===== src/rtl/scarv_soc_periph_router.sv =====
// Address-decoding router from the CCX external port to NUM_DEV peripheral slots, one transaction in flight.
// Optional per-phase bus timeout enabled by defining SCARV_SOC_PERIPH_ROUTER_TIMEOUT_EN.
module scarv_soc_periph_router #(
  parameter int unsigned               NUM_DEV  = 4,
  parameter logic [32*NUM_DEV-1:0]     DEV_BASE = {32'h1000_3000, 32'h1000_2000, 32'h1000_1000, 32'h1000_0000},
  parameter logic [32*NUM_DEV-1:0]     DEV_MASK = {NUM_DEV{32'hFFFF_F000}},
  parameter int unsigned               TIMEOUT  = 255
) (
  input  logic                     f_clk,
  input  logic                     g_resetn,
  input  logic                     h_req,
  output logic                     h_gnt,
  input  logic                     h_wen,
  input  logic [3:0]               h_strb,
  input  logic [31:0]              h_addr,
  input  logic [31:0]              h_wdata,
  output logic                     h_recv,
  input  logic                     h_ack,
  output logic                     h_error,
  output logic [31:0]              h_rdata,
  output logic [NUM_DEV-1:0]       d_req,
  input  logic [NUM_DEV-1:0]       d_gnt,
  output logic                     d_wen,
  output logic [3:0]               d_strb,
  output logic [31:0]              d_addr,
  output logic [31:0]              d_wdata,
  input  logic [NUM_DEV-1:0]       d_recv,
  output logic [NUM_DEV-1:0]       d_ack,
  input  logic [NUM_DEV-1:0]       d_error,
  input  logic [32*NUM_DEV-1:0]    d_rdata
);

  localparam int SW = (NUM_DEV > 1) ? $clog2(NUM_DEV) : 1;

  if (NUM_DEV < 1 || NUM_DEV > 16 || TIMEOUT < 1 || TIMEOUT > 65535) begin : g_param_chk
    $error("scarv_soc_periph_router: parameter out of range");
  end

  typedef enum logic [1:0] {IDLE, ISSUE, WAIT, RESP} state_t;

  state_t              state_q;
  logic                gnt_q, live_q, recv_q, error_q, wen_q;
  logic [31:0]         rdata_q, addr_q, wdata_q;
  logic [3:0]          strb_q;
  logic [NUM_DEV-1:0]  req_q;
  logic [SW-1:0]       sel_q;

`ifdef SCARV_SOC_PERIPH_ROUTER_TIMEOUT_EN
  localparam logic [15:0] TO_LAST = 16'(TIMEOUT - 1);
  logic [15:0]         cnt_q;
`endif

  // Lowest matching slot wins, so scan from the top down.
  logic                hit;
  logic [SW-1:0]       hit_idx;
  logic [NUM_DEV-1:0]  hit_oh;
  always_comb begin
    hit     = 1'b0;
    hit_idx = '0;
    for (int i = NUM_DEV - 1; i >= 0; i--) begin
      if ((h_addr & DEV_MASK[32*i +: 32]) == DEV_BASE[32*i +: 32]) begin
        hit     = 1'b1;
        hit_idx = SW'(i);
      end
    end
    hit_oh = NUM_DEV'(1) << hit_idx;
  end

  logic        sel_gnt, sel_recv, sel_err;
  logic [31:0] sel_rdata;
  always_comb begin
    sel_gnt   = 1'b0;
    sel_recv  = 1'b0;
    sel_err   = 1'b0;
    sel_rdata = '0;
    for (int i = 0; i < NUM_DEV; i++) begin
      if (sel_q == SW'(i)) begin
        sel_gnt   = d_gnt[i];
        sel_recv  = d_recv[i];
        sel_err   = d_error[i];
        sel_rdata = d_rdata[32*i +: 32];
      end
    end
  end

  always_ff @(posedge f_clk or negedge g_resetn) begin
    if (!g_resetn) begin
      state_q <= IDLE;
      gnt_q   <= 1'b0;
      live_q  <= 1'b0;
      recv_q  <= 1'b0;
      error_q <= 1'b0;
      rdata_q <= '0;
      wen_q   <= 1'b0;
      strb_q  <= '0;
      addr_q  <= '0;
      wdata_q <= '0;
      req_q   <= '0;
      sel_q   <= '0;
`ifdef SCARV_SOC_PERIPH_ROUTER_TIMEOUT_EN
      cnt_q   <= '0;
`endif
    end else begin
      live_q <= 1'b1;
      case (state_q)
        IDLE: begin
          gnt_q <= 1'b1;
          if (gnt_q && h_req) begin
            gnt_q   <= 1'b0;
            wen_q   <= h_wen;
            strb_q  <= h_strb;
            addr_q  <= h_addr;
            wdata_q <= h_wdata;
            sel_q   <= hit_idx;
            if (hit) begin
              state_q <= ISSUE;
              req_q   <= hit_oh;
`ifdef SCARV_SOC_PERIPH_ROUTER_TIMEOUT_EN
              cnt_q   <= '0;
`endif
            end else begin
              state_q <= RESP;
              recv_q  <= 1'b1;
              error_q <= 1'b1;
              rdata_q <= '0;
            end
          end
        end
        ISSUE: begin
          if (sel_gnt) begin
            state_q <= WAIT;
            req_q   <= '0;
`ifdef SCARV_SOC_PERIPH_ROUTER_TIMEOUT_EN
            cnt_q   <= '0;
          end else if (cnt_q == TO_LAST) begin
            state_q <= RESP;
            req_q   <= '0;
            recv_q  <= 1'b1;
            error_q <= 1'b1;
            rdata_q <= '0;
          end else begin
            cnt_q   <= cnt_q + 16'd1;
`endif
          end
        end
        WAIT: begin
          if (sel_recv) begin
            state_q <= RESP;
            recv_q  <= 1'b1;
            error_q <= sel_err;
            rdata_q <= sel_rdata;
`ifdef SCARV_SOC_PERIPH_ROUTER_TIMEOUT_EN
          end else if (cnt_q == TO_LAST) begin
            state_q <= RESP;
            recv_q  <= 1'b1;
            error_q <= 1'b1;
            rdata_q <= '0;
          end else begin
            cnt_q   <= cnt_q + 16'd1;
`endif
          end
        end
        RESP: begin
          if (h_ack) begin
            state_q <= IDLE;
            recv_q  <= 1'b0;
            gnt_q   <= 1'b1;
          end
        end
        default: state_q <= IDLE;
      endcase
    end
  end

  assign h_gnt   = gnt_q;
  assign h_recv  = recv_q;
  assign h_error = error_q;
  assign h_rdata = rdata_q;
  assign d_req   = req_q;
  assign d_wen   = wen_q;
  assign d_strb  = strb_q;
  assign d_addr  = addr_q;
  assign d_wdata = wdata_q;

  // Every response is accepted at once, including strays and late ones after an abort;
  // only the slot still being requested is held off until it has been granted.
  assign d_ack = d_recv & ~req_q & {NUM_DEV{live_q}};

endmodule


===== config.mk =====
export PLATFORM = sky130hd
export DESIGN_NAME = scarv_soc_periph_router
export DESIGN_NICKNAME = d
export VERILOG_FILES = /design/src/rtl/scarv_soc_periph_router.sv
export SDC_FILE = /design/constraint.sdc
export NUM_CORES = 1
export LEC_CHECK = 0
export ABC_CLOCK_PERIOD_IN_PS = 4700
export CAP_MARGIN = 5
export CORE_ASPECT_RATIO = 0.5
export CORE_MARGIN = 2
export CORE_UTILIZATION = 38
export CTS_CLUSTER_DIAMETER = 80
export CTS_CLUSTER_SIZE = 20
export DETAILED_ROUTE_END_ITERATION = 7
export HOLD_SLACK_MARGIN = 0.08
export PLACE_DENSITY_LB_ADDON = 0.2
export SLEW_MARGIN = 10
export SYNTH_ARGS = -nofsm -noshare
export SYNTH_HDL_FRONTEND = slang
export SYNTH_SLANG_ARGS = --single-unit
export TNS_END_PERCENT = 20

===== constraint.sdc =====
create_clock -name f_clk -period 4.7 [get_ports f_clk]
set_clock_uncertainty 0.1 [all_clocks]
set_input_delay 0.47 -clock f_clk [delete_from_list [all_inputs] [get_ports f_clk]]
set_output_delay 0.47 -clock f_clk [all_outputs]
set_load 0.01 [all_outputs]

==> reports/results.ini, run 1 <==
[synthesis]
yosysTopAreaCell=dfrtp_1
syn_area_per_cell_um2=10.80
synthArstFlopShare_pct=100.0
synth_cell_type_count=33
synth_area_leaders=dfrtp_1 (53%), nand2_1 (15%), mux4_2 (15%), a22o_1 (5.5%), clkbuf_1 (1.3%)
yosys_register_bits=113
syn_nets=708
netlist_area_mm2=0.005301
synth_edf_count=0
synth_top_area_share_pct=53.34
synth_cells=491
ys.flop_type=dfrtp_1
yosysWarnings=0
ys_seq_area_share_pct=53.34

[critical_path]
startpoint_type=register
cp_cell_sequence=inv_1, ha_1, and3_2, buf_4, o22a_1, o31ai_4, buf_4, nor2b_1, o211ai_1
max_stage_delay_ns=0.55
critical_path.max_fanout=70
cp_num_buf_inv=3
crit_path_frequent_cell=buf_4
crit_family=buffers and inverters
slowest_stage=buf_4
crit_required_ns=4.91
cp-end-kind=register
criticalPathCategory=register to register
crit_arrival_ns=3.17
worstRegToRegCells=9
critical_path_depth=9

[place]
portBuffers=324
dp_slack_ns=1.801
dpl.hpwl_mm=12.86
place.gp.congestion=0.8065
dp_cells=983

[timing]
rsz0062_at_grt=false
final_hold_viol_count=0
finalSetupTns_ns=0
maxSlewHeadroom_pct=32.21
whs_ns=0.1303
period_needed_ns=2.959
setup_slack_ns=1.741
min_period_over_period_pct=62.95
setup_violations=0
worst_pin_slew_ns=1.017
max_freq_mhz=338.0
maxSlewViolCount=0

[run_status]
status=finished clean

[global_route]
use_met1_pct=26.39
grt_first_pass_wirelength_mm=26.21
grt.met3_usage_pct=5.906
grt_max_degree=82
antenna_found_initial=0
grt_pass1_vias=4995
met2_usage_pct=42.16
overflow=0
busiest_layer=met2
groute.usage.overall_pct=22.93

[finish]
area_growth_pct=75.95
layout_common_cells=clkdlybuf4s50_1 (323), nand2_1 (216), dfrtp_1 (111)
drive_gt1_share_pct=10.32
fillCellCount=1053
fin_cells=1016
finalNetCount=1028
multiInputGateArea_mm2=0.002316
seqCellArea_mm2=0.002830
final_common_cell=clkdlybuf4s50_1
num_antenna_cells=0

[cts]
clockBufferDepth=2
cts_tree=built
cts_setup_buffers=0
clk_pin_slew_ns=0.06
htreeDepth=4
cts_resized=0
cts.sinks=113
root_buffer=clkbuf_16
holdBufCountCts=0
numCtsBuffers=17
insertion_delay_ns=0.40

[floorplan]
start_util_pct=39.01
fp-row-count=30
core_mm2=0.01359
die_h_um=87.52
chipWidth_um=171.0
ioPinCount=325
dieArea_mm2=0.01497

[route]
via_count=4970
dr.pass1.iters=4
avgRoutedWirePerCell_um=17.14
drt_iter0_drc=215
drtAntennaViolNets=0
viasPerCell=4.892
drc_errors=0
wirelength_mm=17.42

[power]
power.density_mw_per_mm2=507.7
peakVddDrop_mv=0.2603
power.leakage_nw=4.066
total_power_w=0.004735

[job]
cap_violations=0

[hold_path]
holdCritPathClass=primary input to asynchronous set/reset pin

## metrics by stage
stage               util, %  cell area (um2)
finish                68.65             9328
global route          68.65             9328
CTS                   68.54             9313
detailed placement    63.96             8691
global placement      63.96             8691
floorplan                 -             5301
## state kept, by name (all words and copies together), names as in the netlist, 2 cells and up
register / cells
d_req: 4
d_wdata: 32
state_q: 2
sel_q: 2
h_rdata: 32
d_strb: 4
d_addr: 32
## cells in the mapped netlist, types with 2 or more instances
library cell,count
nand2_1,216
dfrtp_1,113
mux4_2,35
a22o_1,33
clkbuf_1,19
nor2_1,10
buf_2,7
o21ai_0,6
inv_1,5
nor2b_1,5
nor4_1,5
buf_6,4
ha_1,4
nor3_1,3
a21oi_1,2
and3_1,2
and3b_1,2
nand3_1,2
o211ai_1,2
o2bb2ai_1,2
o31ai_1,2
## where the power goes
part	internal [W]	switching (W)	total [W]	leakage, nW
clock	0.000855	0.000472	0.00133	0.293
combinational	0.00103	0.000841	0.00187	2.32
sequential	0.00134	0.000200	0.00154	1.45
total	0.00322	0.00151	0.00474	4.07
## final timing paths
check / start / end / slack (ns)
max in group asynchronous: g_resetn / d_wdata[12]$_DFFE_PN0P_ / 3.34
min in group f_clk: d_addr[7]$_DFFE_PN0P_ / d_addr[7]$_DFFE_PN0P_ / 0.37
worst max register to register: state_q[0]$_DFFE_PN0P_ / h_recv$_DFFE_PN0P_ / 1.74
worst min register to register: d_addr[7]$_DFFE_PN0P_ / d_addr[7]$_DFFE_PN0P_ / 0.37
worst max-delay path: state_q[0]$_DFFE_PN0P_ / h_recv$_DFFE_PN0P_ / 1.74
worst min-delay path: g_resetn / d_addr[26]$_DFFE_PN0P_ / 0.13
## area by class of cell
cell class	count	area share, %
Inverter	5	0.2012
Multi-Input combinational cell	343	24.83
Sequential cell	113	30.34
Clock buffer	18	4.708
Timing Repair Buffer	331	35.39
Clock inverter	14	1.958
Tap cell	192	2.575
## cells by family after synthesis
logic type,count (synthesis),synth area share (%)
AO/OA/AOI/OAI,51,8.072
adder cells (fa/ha/maj),4,0.9441
buffers and inverters,35,3.210
flip-flops,113,53.34
multiplexers,37,15.27
other,1,0.07074
AND/OR/NAND/NOR,250,19.09
## per-layer routing
| layer | wire (um) | vias up | share of wire [%] |
|---|---|---|---|
| met4 | 331 | 0 | 1.9 |
| li1 | - | 2333 | - |
| met5 | 0 | - | 0 |
| met2 | 9149 | 172 | 53 |
| met1 | 6718 | 2441 | 39 |
| met3 | 1218 | 24 | 7.0 |
(Power assumes the default switching activity.)
==> inputs of run 2 (changes only) <==
Settings changed: ABC_CLOCK_PERIOD_IN_PS 4700 to 3100.
Clock period 4.7 ns to 3.1 ns, I/O delays scaled along.
==> run 2 against run 1 <==
  * Non-clock buffer count increased by 3
  * Combinational power is 54% higher
  * Final cell count up 0.30%
  * Maximum frequency rose by 11%
  * Sequential share of layout area fell by 0.097 points
  * Setup slack lost 1.3 ns
  * Clock-buffer cell count stayed put
  * Critical path type unchanged
  * Largest power group unchanged
  * Routed wire length is 0.47% higher
  * Critical endpoint is now h_rdata[25]$_DFFE_PN0P_
==> reports/results.ini, run 2 (synthesis gave the netlist of run 1 again) <==
[global_route]
groute.usage.overall_pct=23.24  ; was 22.93%
use_met1_pct=27.71  ; was 26.39%
grt_pass1_vias=4981  ; was 4995
met2_usage_pct=41.97  ; was 42.16%
antenna_found_initial=0  ; unchanged
grt_max_degree=71  ; was 82
busiest_layer=met2  ; unchanged
grt_first_pass_wirelength_mm=26.40  ; was 26.21 mm
grt.met3_usage_pct=5.407  ; was 5.906%
overflow=0  ; unchanged

[critical_path]
cp-end-kind=register  ; unchanged
crit_required_ns=3.33  ; was 4.91 ns
crit_arrival_ns=2.89  ; was 3.17 ns
startpoint_type=register  ; unchanged
r2r_end=h_rdata[25]$_DFFE_PN0P_  ; was h_recv$_DFFE_PN0P_
worstReg2RegStart=state_q[0]$_DFFE_PN0P_  ; unchanged
criticalPathCategory=register to register  ; unchanged
critical_path.max_fanout=32  ; was 70
worstRegToRegCells=6  ; was 9
critPathLaunch=state_q[0]$_DFFE_PN0P_  ; unchanged
ff2ff_setup_slack_ns=0.44  ; was 1.74 ns

[place]
portBuffers=324  ; unchanged
post_dp_cell_area_mm2=0.008738  ; was 0.008691 mm2
dpl.hpwl_mm=12.99  ; was 12.86 mm
dp_slack_ns=0.4230  ; was 1.801 ns
place.gp.congestion=0.8224  ; was 0.8065

[finish]
finalNetCount=1031  ; was 1028
area_growth_pct=76.52  ; was 75.95%
num_antenna_cells=0  ; unchanged
layout_common_cells=clkdlybuf4s50_1 (323), nand2_1 (216), dfrtp_1 (111)  ; unchanged
drive_gt1_share_pct=10.40  ; was 10.32%
final_common_cell=clkdlybuf4s50_1  ; unchanged
design_area_mm2=0.009358  ; was 0.009328 mm2

[route]
wirelength_mm=17.50  ; was 17.42 mm
drc_errors=0  ; unchanged
dr.pass1.iters=4  ; unchanged
drt_iter0_drc=210  ; was 215
viasPerCell=4.834  ; was 4.892
via_count=4926  ; was 4970
drtAntennaViolNets=0  ; unchanged
avgRoutedWirePerCell_um=17.17  ; was 17.14 um

[cts]
cts_resized=0  ; unchanged
clk_pin_slew_ns=0.06  ; about the same
cts.sinks=113  ; unchanged
insertion_delay_ns=0.40  ; about the same
htreeDepth=4  ; unchanged
root_buffer=clkbuf_16  ; unchanged
numCtsBuffers=17  ; unchanged
cts_tree=built  ; unchanged
clockBufferDepth=2  ; unchanged

[job]
cap_violations=0  ; unchanged

[power]
power.leakage_nw=4.086  ; was 4.066 nW
peakVddDrop_mv=0.4174  ; was 0.2603 mV
power.density_mw_per_mm2=771.0  ; was 507.7 mW/mm2

[floorplan]
ioPinCount=325  ; unchanged
die_h_um=87.52  ; unchanged
core_mm2=0.01359  ; unchanged
dieArea_mm2=0.01497  ; unchanged
chipWidth_um=171.0  ; unchanged
fp-row-count=30  ; unchanged
start_util_pct=39.01  ; unchanged

[hold_path]
holdCritPathClass=primary input to register  ; was primary input to asynchronous set/reset pin
hold_depth=3
hold_path_end=d_wdata[18]$_DFFE_PN0P_
hp-start=h_wdata[18]

[timing]
maxSlewHeadroom_pct=21.69  ; was 32.21%
finalSetupTns_ns=0  ; unchanged
final_hold_viol_count=0  ; unchanged
min_period_over_period_pct=85.83  ; was 62.95%
setup_slack_ns=0.4392  ; was 1.741 ns
maxSlewViolCount=0  ; unchanged
period_needed_ns=2.661  ; was 2.959 ns
max_freq_mhz=375.8  ; was 338.0 MHz
rsz0062_at_grt=false  ; unchanged
worst_pin_slew_ns=1.171  ; was 1.017 ns
setup_violations=0  ; unchanged

[run_status]
status=finished clean  ; unchanged

run 2: cell types whose count changed in the layout (fill, tap and decap cells not counted):
cell / delta
clkinvlp_4: -1
clkinv_4: -2
clkbuf_8: -1
dlygate4sd3_1: +1
buf_4: +1
clkinv_2: +1
buf_8: -1
clkbuf_1: +1
inv_6: +2
buf_12: +2
run 2: worst max-delay path: stages (launching register included):
cell     delay (ns)
dfrtp_1        0.39
inv_1          0.11
ha_1           0.22
nor2b_1        0.37
nor2_1         0.14
nor3_4         0.95
a22o_1         0.30
run 2: final cells by class:
type	instances	area, um2
Multi-Input combinational cell	343	2316
Tap cell	192	240.2
Sequential cell	113	2830
Fill cell	1042	4230
Clock inverter	14	180.2
Inverter	5	18.77
Timing Repair Buffer	334	3343
Clock buffer	18	429.2
run 2: worst max-delay path by stage:
stage | end | slack (ns) | depth (start not counted)
after floorplan | h_rdata[0]$_DFFE_PN0P_ | 1.20 | 7
after global placement | h_rdata[25]$_DFFE_PN0P_ | 0.47 | 6
after detailed placement | h_rdata[17]$_DFFE_PN0P_ | 0.42 | 7
after CTS | h_rdata[25]$_DFFE_PN0P_ | 0.41 | 6
after global routing | h_rdata[25]$_DFFE_PN0P_ | 0.19 | 6
final | h_rdata[25]$_DFFE_PN0P_ | 0.44 | 6
run 2: report_power, final:
part | internal [W] | switching (W)
clock network | 0.00128 | 0.000735
logic | 0.00159 | 0.00129
registers | 0.00202 | 0.000300
run 2: layer usage:
layer | up-vias | share of wire (%)
met3 | 20 | 6.5
met5 | - | 0
met4 | 0 | 1.5
met2 | 148 | 52
met1 | 2424 | 40
li1 | 2334 | -
run 2: timing repair:
action,in CTS,in global routing
hold buffers,1,0
endpoints found under the hold margin,62,0
buffers inserted,0,0
run 2: metrics by stage:
stage	instances	total power [W]	hold WS, ns	util (%)
6_report	1019	0.007215	0.3305	68.87
5_1_grt	1019	0.007640	0.3272	68.87
4_1_cts	1019	0.007285	0.3151	68.87
3_5_place_dp	986	0.005235	0.3616	64.31
3_3_place_gp	986	0.005162	0.3566	64.31
2_1_floorplan	491	0.003550	-0.08559	-
